<file path="src/rtl/jogo_pkg.sv">
// rtl/jogo_pkg.sv - shared state encoding and LFSR constants for the memory game
package jogo_pkg;

  typedef enum logic [2:0] {
    OCIOSO    = 3'd0,
    GERA      = 3'd1,
    EXIBE     = 3'd2,
    ESPERA    = 3'd3,
    VERIFICA  = 3'd4,
    RESULTADO = 3'd5,
    FIM       = 3'd6
  } estado_t;

  localparam logic [7:0] SEMENTE_LFSR = 8'hA5;
  // Taps x^8+x^6+x^5+x^4 -> bits 7,5,4,3
  localparam logic [7:0] MASCARA_LFSR = 8'hB8;
  localparam int         LARGURA_SEQ  = 4;

endpackage

</file>
<file path="src/rtl/gerador_lfsr.sv">
// rtl/gerador_lfsr.sv - free-running 8-bit Fibonacci LFSR, reseeded on reset
module gerador_lfsr
  import jogo_pkg::*;
(
  input  logic       clk,
  input  logic       reset_n,
  output logic [7:0] valor
);

  always_ff @(posedge clk) begin
    if (!reset_n) begin
      valor <= SEMENTE_LFSR;
    end else begin
      valor <= {valor[6:0], ^(valor & MASCARA_LFSR)};
    end
  end

endmodule

</file>
<file path="src/rtl/controlador_jogo.sv">
// rtl/controlador_jogo.sv - two-player round controller; CONTROLADOR_TIMEOUT_EN enables the entry timeout
module controlador_jogo
  import jogo_pkg::*;
#(
  parameter int TEMPO_EXIBICAO = 8,
  parameter int TEMPO_LIMITE   = 64,
  parameter int NIVEL_MAX      = 15
) (
  input  logic                   clk,
  input  logic                   reset_n,
  input  logic                   iniciar,
  input  logic [LARGURA_SEQ-1:0] entrada_0,
  input  logic                   confirma_0,
  input  logic [LARGURA_SEQ-1:0] entrada_1,
  input  logic                   confirma_1,
  output logic                   exibe,
  output logic [LARGURA_SEQ-1:0] sequencia_0,
  output logic [LARGURA_SEQ-1:0] sequencia_1,
  output logic                   acerto,
  output logic                   erro,
  output logic [3:0]             nivel,
  output logic                   fim_jogo,
  output logic                   vitoria
);

  estado_t                estado, estado_prox;
  logic [7:0]             lfsr;
  logic [LARGURA_SEQ-1:0] alvo_0, alvo_1, ent_0, ent_1;
  logic                   feito_0, feito_1;
  logic [15:0]            contador;
  logic                   passou;
  logic                   expirou;

  gerador_lfsr u_lfsr (
    .clk    (clk),
    .reset_n(reset_n),
    .valor  (lfsr)
  );

`ifdef CONTROLADOR_TIMEOUT_EN
  assign expirou = (contador == 16'(TEMPO_LIMITE - 1));
`else
  logic [31:0] unused_tempo_limite;
  assign unused_tempo_limite = 32'(TEMPO_LIMITE);
  assign expirou = 1'b0;
`endif

  always_comb begin
    estado_prox = estado;
    passou      = 1'b0;
    case (estado)
      OCIOSO:    if (iniciar) estado_prox = GERA;
      GERA:      estado_prox = EXIBE;
      EXIBE:     if (contador == 16'(TEMPO_EXIBICAO - 1)) estado_prox = ESPERA;
      ESPERA: begin
        // A confirm completing both entries in the last cycle beats the timeout
        if ((feito_0 || confirma_0) && (feito_1 || confirma_1)) begin
          estado_prox = VERIFICA;
        end else if (expirou) begin
          estado_prox = RESULTADO;
        end
      end
      VERIFICA: begin
        passou      = (ent_0 == alvo_0) && (ent_1 == alvo_1);
        estado_prox = RESULTADO;
      end
      RESULTADO: begin
        if (acerto && (nivel != 4'(NIVEL_MAX))) estado_prox = GERA;
        else estado_prox = FIM;
      end
      FIM:       if (iniciar) estado_prox = GERA;
      default:   estado_prox = OCIOSO;
    endcase
  end

  always_ff @(posedge clk) begin
    if (!reset_n) begin
      estado      <= OCIOSO;
      exibe       <= 1'b0;
      sequencia_0 <= '0;
      sequencia_1 <= '0;
      acerto      <= 1'b0;
      erro        <= 1'b0;
      nivel       <= '0;
      fim_jogo    <= 1'b0;
      vitoria     <= 1'b0;
      alvo_0      <= '0;
      alvo_1      <= '0;
      ent_0       <= '0;
      ent_1       <= '0;
      feito_0     <= 1'b0;
      feito_1     <= 1'b0;
      contador    <= '0;
    end else begin
      estado   <= estado_prox;
      exibe    <= (estado_prox == EXIBE);
      fim_jogo <= (estado_prox == FIM);
      acerto   <= (estado_prox == RESULTADO) && passou;
      erro     <= (estado_prox == RESULTADO) && !passou;
      // Targets are loaded on the same edge that enters EXIBE, so take them from the LFSR there
      if (estado_prox == EXIBE) begin
        sequencia_0 <= (estado == GERA) ? lfsr[3:0] : alvo_0;
        sequencia_1 <= (estado == GERA) ? lfsr[7:4] : alvo_1;
      end else begin
        sequencia_0 <= '0;
        sequencia_1 <= '0;
      end

      case (estado)
        OCIOSO, FIM: begin
          if (iniciar) begin
            nivel   <= '0;
            vitoria <= 1'b0;
          end
        end
        GERA: begin
          alvo_0   <= lfsr[3:0];
          alvo_1   <= lfsr[7:4];
          ent_0    <= '0;
          ent_1    <= '0;
          feito_0  <= 1'b0;
          feito_1  <= 1'b0;
          contador <= '0;
        end
        EXIBE: begin
          contador <= (estado_prox == ESPERA) ? 16'd0 : contador + 16'd1;
        end
        ESPERA: begin
          if (confirma_0 && !feito_0) begin
            ent_0   <= entrada_0;
            feito_0 <= 1'b1;
          end
          if (confirma_1 && !feito_1) begin
            ent_1   <= entrada_1;
            feito_1 <= 1'b1;
          end
`ifdef CONTROLADOR_TIMEOUT_EN
          contador <= contador + 16'd1;
`endif
        end
        RESULTADO: begin
          if (acerto) begin
            if (nivel == 4'(NIVEL_MAX)) vitoria <= 1'b1;
            else nivel <= nivel + 4'd1;
          end else begin
            vitoria <= 1'b0;
          end
        end
        default: ;
      endcase
    end
  end

endmodule

</file>
<file path="config.mk">
export PLATFORM = sky130hd
export DESIGN_NAME = controlador_jogo
export DESIGN_NICKNAME = d
export VERILOG_FILES = /design/src/rtl/jogo_pkg.sv /design/src/rtl/gerador_lfsr.sv /design/src/rtl/controlador_jogo.sv
export SDC_FILE = /design/constraint.sdc
export NUM_CORES = 1
export LEC_CHECK = 0
export ABC_AREA = 1
export BUFFER_PORTS_ARGS = -buffer_cell sky130_fd_sc_hd__buf_2
export CAP_MARGIN = 40
export CORE_MARGIN = 8
export CORE_UTILIZATION = 48
export CTS_CLUSTER_SIZE = 25
export DETAILED_ROUTE_END_ITERATION = 12
export HOLD_SLACK_MARGIN = 0.03
export MAX_ROUTING_LAYER = met4
export PLACE_DENSITY = 0.71
export SETUP_SLACK_MARGIN = 0.1
export SLEW_MARGIN = 20
export SYNTH_ARGS = -nofsm -noshare
export SYNTH_HDL_FRONTEND = slang
export SYNTH_HIERARCHICAL = 1
export SYNTH_SLANG_ARGS = --single-unit
</file>
<file path="constraint.sdc">
create_clock -name clk -period 4.12 [get_ports clk]
set_input_delay 0.206 -clock clk [delete_from_list [all_inputs] [get_ports clk]]
set_output_delay 0.206 -clock clk [all_outputs]
set_load 0.03 [all_outputs]
</file>
==> impl_metrics.ini <==
[logic_synthesis]
syn_inst = 392
synth_top_area_share_pct = 44.4
ys_seq_elements = 62
ys_top_cells_by_count = 104 x nand2_1, 62 x dfxtp_1, 48 x nor2_1
synth_area_leader_cell = dfxtp_1
synth_seq_area_share_pct = 44.4
synth_edf_count = 0
syn_nets = 407
synth_area_um2 = 2800
synthTopCellsByArea = dfxtp_1 44%, nand2_1 14%, nor2_1 6.4%
ys_warn_count = 6
synth_ff_type = dfxtp_1
synth_cell_type_count = 35
async_flop_share_pct = 0
yosysMostFrequentCell = nand2_1
avgSynthCellArea_um2 = 7.13

[worst_setup_path]
cpPeakStageDelay_ns = 0.45
worstPathArrival_ns = 1.99
crit_fanout = 12
critPathLaunchType = flip-flop
rrSetupSlack_ns = 2.32
reg2reg_depth = 9
cpMostUsedCell = nand2_1
worst-path-buf-inv = 0
endpoint_kind = flip-flop
crit_type = flip-flop to flip-flop
critical-path-top-delay-family = simple AND/OR/NAND/NOR gates
critPathRequiredTime_ns = 4.31
crit_chain = nand2_1, nor2_2, nand2_1, nand2_1, nor2_1, nand3_1, nand2_1, nand2_1, a21oi_1
cp_num_cells = 9
cp_slowest_cell = dfxtp_1

[sta]
rsz0062_at_grt = no
max_freq_ghz = 0.554
tightestPinTransition_ns = 0.697
finalHoldViolations = 0
setup_tns_ns = 0
layout_setup_ws_ns = 2.32
skew_ns = 0.00710
setup_viol_count_final = 0
fin_crit_sh_pct = 43.8
report.final.slew_viol_count = 0
post-route-min-period_ns = 1.80
relSlewSlack_pct = 53.5

[clock_network]
cts_tree = yes
clock_latency_ns = 0.34
cts_setup_buffers = 0
hold_buffers = 0
cts_buffer_depth = 2
cts_root_buffer = clkbuf_8
post_cts_resized = 0
cts_sinks = 62
cts.clk_slew.worst_paths_ns = 0.07
cts_buffers = 9
htreeDepth = 3

[final_layout]
drive_gt1_share_pct = 15.0
num_antenna_cells = 0
fillCellCount = 547
seq_area_um2 = 1240
area_growth_pct = 15.5
fin_nets = 438
multi_input_area_um2 = 1310

[power_and_ir_drop]
pwr-share-clk_pct = 44.4
p_leak_nw = 1.41
power_frac_comb_pct = 11.7
swShare_pct = 25.7
seqPwrFrac_pct = 43.9
internal_power_mw = 1.11
p_sw_mw = 0.382
ir_drop_mv = 0.255
power_mw = 1.49
powerDensity_nw_per_um2 = 460

[detailed_routing]
first_pass_iters = 4
drt_iter0_drc = 163
drt-total-wl_um = 6160
drc_errors = 0
ant_nets = 0
viasPerCell = 4.93
vias = 2481
wire_per_inst_um = 12.2

[floorplan]
die_width_um = 92.3
num_io_pins = 30
core_region_area_um2 = 5780
die_h_um = 92.3
start_util_pct = 48.4
design.die.area_um2 = 8520
rows = 28

[global_routing]
grt_max_degree = 38
antenna_found_initial = 0
grtUsageMet3_pct = 3.48
grt_pass1_wl_um = 10200
use_met2_pct = 22.8
use_met1_pct = 19.0
grt_pass1_vias = 2285
grt_busiest_layer = met2
track_usage_pct = 15.4
grt_remaining_overflow = 0

[min_path]
hold_depth = 3
hp-class = input port to flip-flop

[placement]
io_buffer_count = 29
place_ws_ns = 2.35
dp_hpwl_um = 4410
gp_congestion = 0.899

[status]
status = finished clean

[run]
cap_violations = 0
-- power by group through the flow --
stage / clock network, mW / registers (mW) / logic, mW
4_1_cts: 0.671 / 0.653 / 0.176
3_5_place_dp: 0 / 0.666 / 0.174
3_3_place_gp: 0 / 0.666 / 0.170
5_1_grt: 0.692 / 0.657 / 0.198
2_1_floorplan: 0 / 0.672 / 0.124
6_report: 0.660 / 0.653 / 0.175
-- per-stage QoR --
stage,hold WS [ns],instance area [µm²],instances,util [%]
final,0.112,3230,503,55.9
after global routing,0.137,3230,503,55.9
after global placement,0.443,2980,487,51.6
after detailed placement,0.444,2980,487,51.6
after CTS,0.102,3230,503,55.9
after floorplan,0.344,2800,392,-
-- state kept, by name, summed over array words and instances, names as in the netlist --
name / cells
contador: 16
u_lfsr/valor: 8
alvo_0: 4
alvo_1: 4
ent_0: 4
ent_1: 4
nivel: 4
sequencia_0: 4
sequencia_1: 4
estado: 3
acerto: 1
erro: 1
exibe: 1
feito_0: 1
feito_1: 1
fim_jogo: 1
vitoria: 1
-- tightest hold or removal path, cell delays in order --
cell and delay (ns):
buf_2 0.08, a21oi_1 0.05, nor2_1 0.07
-- cells by family after synthesis --
family,Yosys count,synth area share (%)
fa+ha+maj,2,0.895
buf+inv,60,8.72
simple gates,203,32.2
compound gates,57,11.1
xor+xnor,5,1.57
flops,62,44.4
mux,3,1.07
-- layer usage --
| layer | wire [µm] | share of wire [%] |
|---|---|---|
| met1 | 3100 | 50 |
| met2 | 2670 | 43 |
| met3 | 257 | 4.2 |
| met4 | 134 | 2.2 |
| met5 | 0 | 0 |
-- final timing paths --
kind,from,endpoint
worst max-delay path,estado[1]$_SDFF_PN0_,contador[0]$_SDFFE_PN0P_
worst max register to register,estado[1]$_SDFF_PN0_,contador[0]$_SDFFE_PN0P_
worst min register to register,u_lfsr/valor[2]$_SDFF_PN1_,u_lfsr/valor[3]$_SDFF_PN0_
worst min-delay path,entrada_0[0],ent_0[0]$_SDFFE_PN0P_
-- final cells by class --
cell class,instances,area share [%]
Clock buffer,11,4.38
Inverter,51,5.93
Multi-Input combinational cell,270,40.6
Timing Repair Buffer,29,4.49
Clock inverter,5,3.29
Sequential cell,62,38.4
Tap cell,75,2.90
-- cells in the final DEF, fill, tap and decap left out, types with 3 or more instances in the layout --
| cell type | instances |
|---|---|
| nand2_1 | 104 |
| dfxtp_1 | 62 |
| nor2_1 | 48 |
| inv_1 | 47 |
| a21oi_1 | 33 |
| buf_2 | 29 |
| nand3_1 | 22 |
| o21ai_0 | 14 |
| clkbuf_8 | 10 |
| nor3_1 | 5 |
| a211oi_1 | 5 |
| inv_2 | 4 |
| nor2_2 | 4 |
| nand4_1 | 4 |
| mux2i_1 | 3 |
| nand2_2 | 3 |
| nor2_4 | 3 |
| xor2_1 | 3 |
| bufinv_16 | 3 |
Note: power is estimated with default switching activity, not from simulation.
